==> src/rtl/id_stage.sv <==
// ---------------------------------------------------------------------------
// id_stage -- instruction-decode stage of the 5-stage MIPS pipeline.
//
// Decodes the IF/ID word, reads the 32x32 register file (written by
// write-back), and registers the ID/EX bundle for execute. It also detects
// load-use hazards and inserts a control bubble on a stall or a branch flush.
//
// Ports:
//   clk                       pipeline clock; all state updates on posedge
//   rst_n                     synchronous active-low reset
//   in_IF_ID[63:0]            [63:32] PC+4, [31:0] instruction
//   in_flush                  squash the current decode (bubble)
//   in_regWrite               write-back enable
//   in_writeReg[4:0]          write-back destination register
//   in_writeData[31:0]        write-back data
//   out_stall                 combinational load-use stall to fetch
//   out_WB[1:0]               {RegWrite, MemtoReg}
//   out_M[2:0]                {Branch, MemRead, MemWrite}
//   out_EX[3:0]               {ALUOp[1:0], RegDst, ALUSrc}
//   out_incremented_PC[31:0]  registered PC+4
//   out_regData1/2[31:0]      registered rs / rt read data
//   out_sign_extended_offset  registered sign-extended instr[15:0]
//   out_rs/out_rt/out_rd      registered register fields
// ---------------------------------------------------------------------------
module id_stage #(
    parameter logic BYPASS_EN = 1'b1,
    parameter logic HAZARD_EN = 1'b1
) (
    input  logic        clk,
    input  logic        rst_n,
    input  logic [63:0] in_IF_ID,
    input  logic        in_flush,
    input  logic        in_regWrite,
    input  logic [4:0]  in_writeReg,
    input  logic [31:0] in_writeData,
    output logic        out_stall,
    output logic [1:0]  out_WB,
    output logic [2:0]  out_M,
    output logic [3:0]  out_EX,
    output logic [31:0] out_incremented_PC,
    output logic [31:0] out_regData1,
    output logic [31:0] out_regData2,
    output logic [31:0] out_sign_extended_offset,
    output logic [4:0]  out_rs,
    output logic [4:0]  out_rt,
    output logic [4:0]  out_rd
);

    localparam logic [5:0] OP_RTYPE = 6'h00;
    localparam logic [5:0] OP_LW    = 6'h23;
    localparam logic [5:0] OP_SW    = 6'h2B;
    localparam logic [5:0] OP_BEQ   = 6'h04;
    localparam logic [5:0] OP_ADDI  = 6'h08;

    // Instruction fields
    logic [31:0] instr;
    logic [5:0]  opcode;
    logic [4:0]  rs;
    logic [4:0]  rt;
    logic [4:0]  rd;

    assign instr  = in_IF_ID[31:0];
    assign opcode = instr[31:26];
    assign rs     = instr[25:21];
    assign rt     = instr[20:16];
    assign rd     = instr[15:11];

    // -----------------------------------------------------------------------
    // Register file: synchronous write, combinational read
    // -----------------------------------------------------------------------
    logic [31:0] regs_reg [32];
    logic        wr_en;

    // Register 0 is hard-wired to zero, so writes to it are never performed.
    assign wr_en = in_regWrite && (in_writeReg != 5'd0);

    always_ff @(posedge clk) begin
        if (!rst_n) begin
            for (int i = 0; i < 32; i++) begin
                regs_reg[i] <= '0;
            end
        end else if (wr_en) begin
            regs_reg[in_writeReg] <= in_writeData;
        end
    end

    // Two read ports: index 0 = rs, index 1 = rt.
    logic [4:0]  rd_addr [2];
    logic [31:0] rd_data [2];

    assign rd_addr[0] = rs;
    assign rd_addr[1] = rt;

    generate
        for (genvar gi = 0; gi < 2; gi++) begin : g_read_port
            always_comb begin
                rd_data[gi] = regs_reg[rd_addr[gi]];
                // A write landing this same edge is forwarded so the decoded
                // operand is never one write-back stale.
                if (BYPASS_EN && wr_en && (in_writeReg == rd_addr[gi])) begin
                    rd_data[gi] = in_writeData;
                end
                if (rd_addr[gi] == 5'd0) begin
                    rd_data[gi] = '0;
                end
            end
        end
    endgenerate

    // -----------------------------------------------------------------------
    // Control decode
    // -----------------------------------------------------------------------
    logic [1:0] wb_next;
    logic [2:0] m_next;
    logic [3:0] ex_next;

    always_comb begin
        wb_next = 2'b00;
        m_next  = 3'b000;
        ex_next = 4'b0000;
        unique case (opcode)
            OP_RTYPE: begin wb_next = 2'b10; m_next = 3'b000; ex_next = 4'b1010; end
            OP_LW:    begin wb_next = 2'b11; m_next = 3'b010; ex_next = 4'b0001; end
            OP_SW:    begin wb_next = 2'b00; m_next = 3'b001; ex_next = 4'b0001; end
            OP_BEQ:   begin wb_next = 2'b00; m_next = 3'b100; ex_next = 4'b0100; end
            OP_ADDI:  begin wb_next = 2'b10; m_next = 3'b000; ex_next = 4'b0001; end
            default:  begin wb_next = 2'b00; m_next = 3'b000; ex_next = 4'b0000; end
        endcase
    end

    // -----------------------------------------------------------------------
    // Load-use hazard: the instruction in EX is a load whose destination (rt)
    // is a source of the instruction being decoded. Only R-type, sw and beq
    // actually read rt as a source.
    // -----------------------------------------------------------------------
    logic uses_rt;

    assign uses_rt = (opcode == OP_RTYPE) || (opcode == OP_SW) || (opcode == OP_BEQ);

    assign out_stall = HAZARD_EN && out_M[1] && (out_rt != 5'd0) &&
                       ((out_rt == rs) || (uses_rt && (out_rt == rt)));

    // -----------------------------------------------------------------------
    // ID/EX pipeline register
    // -----------------------------------------------------------------------
    logic bubble;

    assign bubble = in_flush || out_stall;

    always_ff @(posedge clk) begin
        if (!rst_n) begin
            out_WB                   <= '0;
            out_M                    <= '0;
            out_EX                   <= '0;
            out_incremented_PC       <= '0;
            out_regData1             <= '0;
            out_regData2             <= '0;
            out_sign_extended_offset <= '0;
            out_rs                   <= '0;
            out_rt                   <= '0;
            out_rd                   <= '0;
        end else begin
            // A bubble only zeroes the controls; data fields are don't-care
            // downstream and simply load the current decode.
            out_WB                   <= bubble ? 2'b00   : wb_next;
            out_M                    <= bubble ? 3'b000  : m_next;
            out_EX                   <= bubble ? 4'b0000 : ex_next;
            out_incremented_PC       <= in_IF_ID[63:32];
            out_regData1             <= rd_data[0];
            out_regData2             <= rd_data[1];
            out_sign_extended_offset <= {{16{instr[15]}}, instr[15:0]};
            out_rs                   <= rs;
            out_rt                   <= rt;
            out_rd                   <= rd;
        end
    end

endmodule

==> config.mk <==
export PLATFORM = sky130hd
export DESIGN_NAME = id_stage
export DESIGN_NICKNAME = d
export VERILOG_FILES = /design/src/rtl/id_stage.sv
export SDC_FILE = /design/constraint.sdc
export NUM_CORES = 2
export LEC_CHECK = 0
export ABC_AREA = 1
export CAP_MARGIN = 20
export CORE_MARGIN = 8
export CORE_UTILIZATION = 35
export CTS_BUF_LIST = sky130_fd_sc_hd__clkbuf_8
export DETAILED_ROUTE_END_ITERATION = 16
export PLACE_DENSITY = 0.56
export SLEW_MARGIN = 25
export SYNTH_ARGS = -nofsm -noshare
export SYNTH_HDL_FRONTEND = slang
export SYNTH_SLANG_ARGS = --single-unit
==> constraint.sdc <==
create_clock -name clk -period 3 [get_ports clk]
set_clock_uncertainty 0.05 [all_clocks]
set_input_delay 0.45 -clock clk [delete_from_list [all_inputs] [get_ports clk]]
set_output_delay 0.45 -clock clk [all_outputs]
set_load 0.05 [all_outputs]
Word-level counts from Yosys, hierarchy flattened --
Memories as Yosys holds them, arrays and structs flattened. A register that Yosys moved wholly into a read port is not among the register bits. Index checks and enable logic that the tools add are counted.
Word-level totals: register bits 72, bits of input ports 105, latch bits 0, output and inout bits 153, memories 1, RAM bits 1024, ROM bits 0
Memories:
- regs_reg | depth 32, width 32, rd ports 2, clocked after memory_dff 2, wr ports 32, RTL line 71 | logic [31:0] regs_reg [32];
Cells by class: mux-type cells 10, bitwise operators 1, multiply operators 0, $lt $le $gt $ge 0, shift operators 0, divide/modulo/power cells 0, $add $sub $neg 0, equal/unequal tests 6, reductions and logical operators 19
Operator list (number):
- 32-bit 2-to-1 mux | 1
- 32-bit OR reduction | 1
- 6-bit equality test, second input constant | 2
- 4-bit one-hot mux with 3 select lines | 1
- 5-bit equality test | 2
- 5-bit zero test | 2
- 5-bit nonzero test | 2
- 3-bit one-hot mux with 3 select lines | 1
- 2-bit OR reduction | 4
- 6-bit by 3-bit equality test with 1-bit output, second input constant | 1
- 6-bit by 4-bit equality test with 1-bit output, second input constant | 1
- 6-bit zero test | 1
- 1-bit 2-to-1 mux | 5
- 5-bit 2-to-1 mux | 1
- 1-bit logical AND | 4
- 1-bit logical OR | 4
- 2-bit one-hot mux with 2 select lines | 1
- 3-bit OR reduction | 1
- 1-bit NOT | 1

Logic depth before layout (Yosys ltp) --
depth in word-level cells 8, mapped depth 12, gate-level depth less buffers 10

Worst setup path after synthesis --
OpenSTA, ideal clock, no wires.
kind input-to-reg, from in in_writeReg[2], to mem regs_reg[11][0] (enable), library setup time 0.389 ns, data arrival time 2.174 ns, required time 2.561 ns, cell stages on the path 10, path slack 0.386 ns, path through buf_2 -> inv_1 -> nand3_1 -> o21ai_1 -> inv_1 -> nand3_1 -> inv_1 -> nand2_1 -> buf_2 -> nand2_1
RTL lines:
- start: declaration | RTL line 34 | input logic [4:0] in_writeReg,
- end: declaration | RTL line 71

Worst setup path in the final report --
from in in_IF_ID[22], to out out_stall
On the way: cells in the longest elaborated chain, start to end 3
Ends and longest elaborated chain:
- start: declaration | RTL line 31 | input logic [63:0] in_IF_ID,
- 5-bit equality test | RTL line 141 | ((out_rt == rs) || (uses_rt && (out_rt == rt)));
- 1-bit logical OR | RTL line 141
- 1-bit logical AND | RTL line 140 | assign out_stall = HAZARD_EN && out_M[1] && (out_rt != 5'd0) &&
- end: declaration | RTL line 36 | output logic out_stall,
Every way passes these cells.

==> results.toml <==
[detailed_routing]
first_pass_iters = 9
routed_wl_mm = 266.2
first_iter_violations = 7052
drc_errors = 0
wl_per_cell_um = 23.69
viasPerCell = 5.339
ant_nets = 0
vias = 59990

[placed_design]
port_buffers = 257
place_congestion = 0.9025
hpwl_mm = 162.7
place_area_um2 = 70290

[cts]
post-cts-setup-buffer-count = 0
clk_latency_ps = 980
cts_tree = "yes"
cts-root-buf = "clkbuf_8"
ctsHtreeMaxLevel = 4
cts.path.max_buffers = 3
clock-sinks = 1153
clk_pin_slew_worst_paths_ps = 60
cts_made_buffers = 208

[setup_path]
endpoint = "out_stall"
cp.arrival_ps = 2380
path_cells = "dlygate4sd3_1 -> buf_8 -> buf_4 -> nand2_1 -> a21oi_1 -> nand4_1 -> o21ai_0 -> nand2_1 -> inv_1 -> buf_12"
r2r_cells = 8
cpMaxStageDelayCell = "dlygate4sd3_1"
required_ps = 2500
timing.rr.start = "regs_reg[26][2]"
path_max_fanout = 14
crit_top_cell = "nand2_1"
worstSetupPathType = "in2out"
crit_path_end_kind = "primary output"
r2r_end = "out_regData1[2]"
worstSetupStartpointType = "primary input"
max_stage_delay_ps = 560
cp.depth = 10
crit_start = "in_IF_ID[22]"
crit_family = "buffers and inverters"
cp.buffers_inverters = 5
reg2reg_slack_ps = 1270

[floorplanning]
die_x_um = 441.2
pin_count = 258
die_h_um = 441.2
rows = 156
core-area_um2 = 180200
dieArea_um2 = 194700
initial_utilization_pct = 35.13

[sta]
setup_viol_count_final = 0
fin_crit_sh_pct = 96.03
fmax_mhz = 347.1
slew_headroom_pct = 26.04
holdWs_ps = 44.34
period_needed_ps = 2881
worstMarginPinSlew_ps = 1108
timing_max_transition_violations_final = 0
hold_violations = 0
finalSetupTns_ps = 0
rsz0062_at_grt = "no"

[cells_and_area]
fin_area_um2 = 75040
final_common_cell = "nand2_1"
nets = 8798
area_growth_pct = 18.57
largest_register_ffs = 1024
mostFrequentLayoutCells = "nand2_1 (2723), nor2_1 (1473), nand3_1 (1189), edfxtp_1 (1024), inv_1 (924)"
drive_gt1_share_pct = 8.146

[job]
drv_cap = 0

[pwr]
vdd_drop_max_mv = 0.4015
power.leakage_nw = 34.21
cellPowerDensity_nw_per_um2 = 536.3

[synthesis]
syn_area_um2 = 63280
netlist_instances = 8459
avgSynthCellArea_um2 = 7.481
ys_seq_area_share_pct = 52.67
yosysWarningCount = 0
synth_area_leaders = "edfxtp_1 (49%), nand2_1 (17%), nand3_1 (9.4%), nor2_1 (8.7%), inv_1 (5.1%)"
yosysTopAreaCellShare_pct = 48.59
synth_cell_types = 27
synth_top_cell_by_area = "edfxtp_1"
synth-seq-cells = 1153

[global_routing]
first_global_vias = 56800
grt_use_total_pct = 26.29
grt_start_max_net_pins = 117
grt_pass1_wl_mm = 377.2
overflow = 0
antenna_found_initial = 8

[worst_hold_path]
hp-class = "in2reg"

[outcome]
outcome = "complete, no violations"
## cell type report
class                   instances  area (um2)
well taps                    2370        2965
repair buffers                661        7211
multi-input cells            5799       24090
diodes                          4       10.01
clock inverters               140       833.3
flip-flops and latches       1153       33330
clock buffers                 240        3303
fillers                     18000      105100
inverters                     870        3296
## cell families after synthesis
kind of cell    Yosys count  synth area share (%)
xor+xnor                 14                0.1938
compound gates          285                 2.505
simple gates           5468                 34.85
other cells               1              0.005926
flops                  1153                 52.67
buf+inv                1538                 9.775
## worst reg2reg max path, cell delays in order (launching register included)
cell and delay [ps]:
edfxtp_1 320, inv_1 50, o21ai_0 130, nand2_1 60, nand3_1 90, nand3_1 190
nand2_1 130, nand2_1 170, a21oi_1 410
## cell usage after synthesis
| library cell | n |
|---|---|
| nand2_1 | 2787 |
| nor2_1 | 1475 |
| nand3_1 | 1189 |
| edfxtp_1 | 1024 |
| inv_1 | 863 |
| clkbuf_1 | 323 |
| buf_2 | 255 |
| a21oi_1 | 129 |
| dfxtp_1 | 129 |
| o21ai_0 | 95 |
| buf_1 | 65 |
| o211ai_1 | 59 |
| buf_4 | 25 |
| xnor2_1 | 9 |
| nor3_1 | 7 |
| inv_2 | 6 |
| xor2_1 | 5 |
| nand4_1 | 4 |
| nor3_2 | 2 |
| a41oi_2 | 1 |
| clkinv_1 | 1 |
| conb_1 | 1 |
| nor2_2 | 1 |
| nor4_1 | 1 |
| o21ai_1 | 1 |
| or2_1 | 1 |
| or2_2 | 1 |
## through the flow
step	setup WS (ps)	power, mW	std cells	util (%)
floorplan	386.3	22.62	8490	-
global placement	3.587	25.23	10790	39.02
detailed placement	44.47	25.32	10790	39.02
CTS	3.056	40.35	11230	41.64
global route	25.88	41.68	11240	41.65
finish	119.1	40.24	11240	41.65
## how the worst min path moves through the flow
stage | slack (ps) | start | depth (start not counted) | end
6_report | 40 | rst_n | 4 | out_sign_extended_offset[6]
5_1_grt | 20 | in_IF_ID[19] | 4 | out_rt[3]
4_1_cts | 1 | rst_n | 4 | out_sign_extended_offset[7]
3_5_place_dp | 730 | in_IF_ID[16] | 3 | out_rt[0]
3_3_place_gp | 720 | in_IF_ID[18] | 3 | out_rt[2]
2_1_floorplan | 500 | in_IF_ID[32] | 2 | out_incremented_PC[0]
## where the power goes
part	leakage, nW	internal (mW)	switching, mW
logic	21.0	1.85	4.54
clock network	2.39	7.90	7.14
registers	10.8	18.4	0.436
## layer usage
metal / GRT usage, % / vias up / wire [um]
met4: 16.24 / 8 / 18930
met3: 6.056 / 984 / 28220
met1: 31.26 / 28060 / 96760
met2: 43.20 / 3824 / 122200
li1: - / 27120 / -
met5: 0 / - / 52
## what timing repair did
action	in CTS	in global routing
cloned	0	0
endpoints found under the hold margin	53	0
hold buffers	62	0
resized for setup	19	1
endpoints found under the setup margin	20	1
No activity file was read; power rests on OpenSTA's default activity.
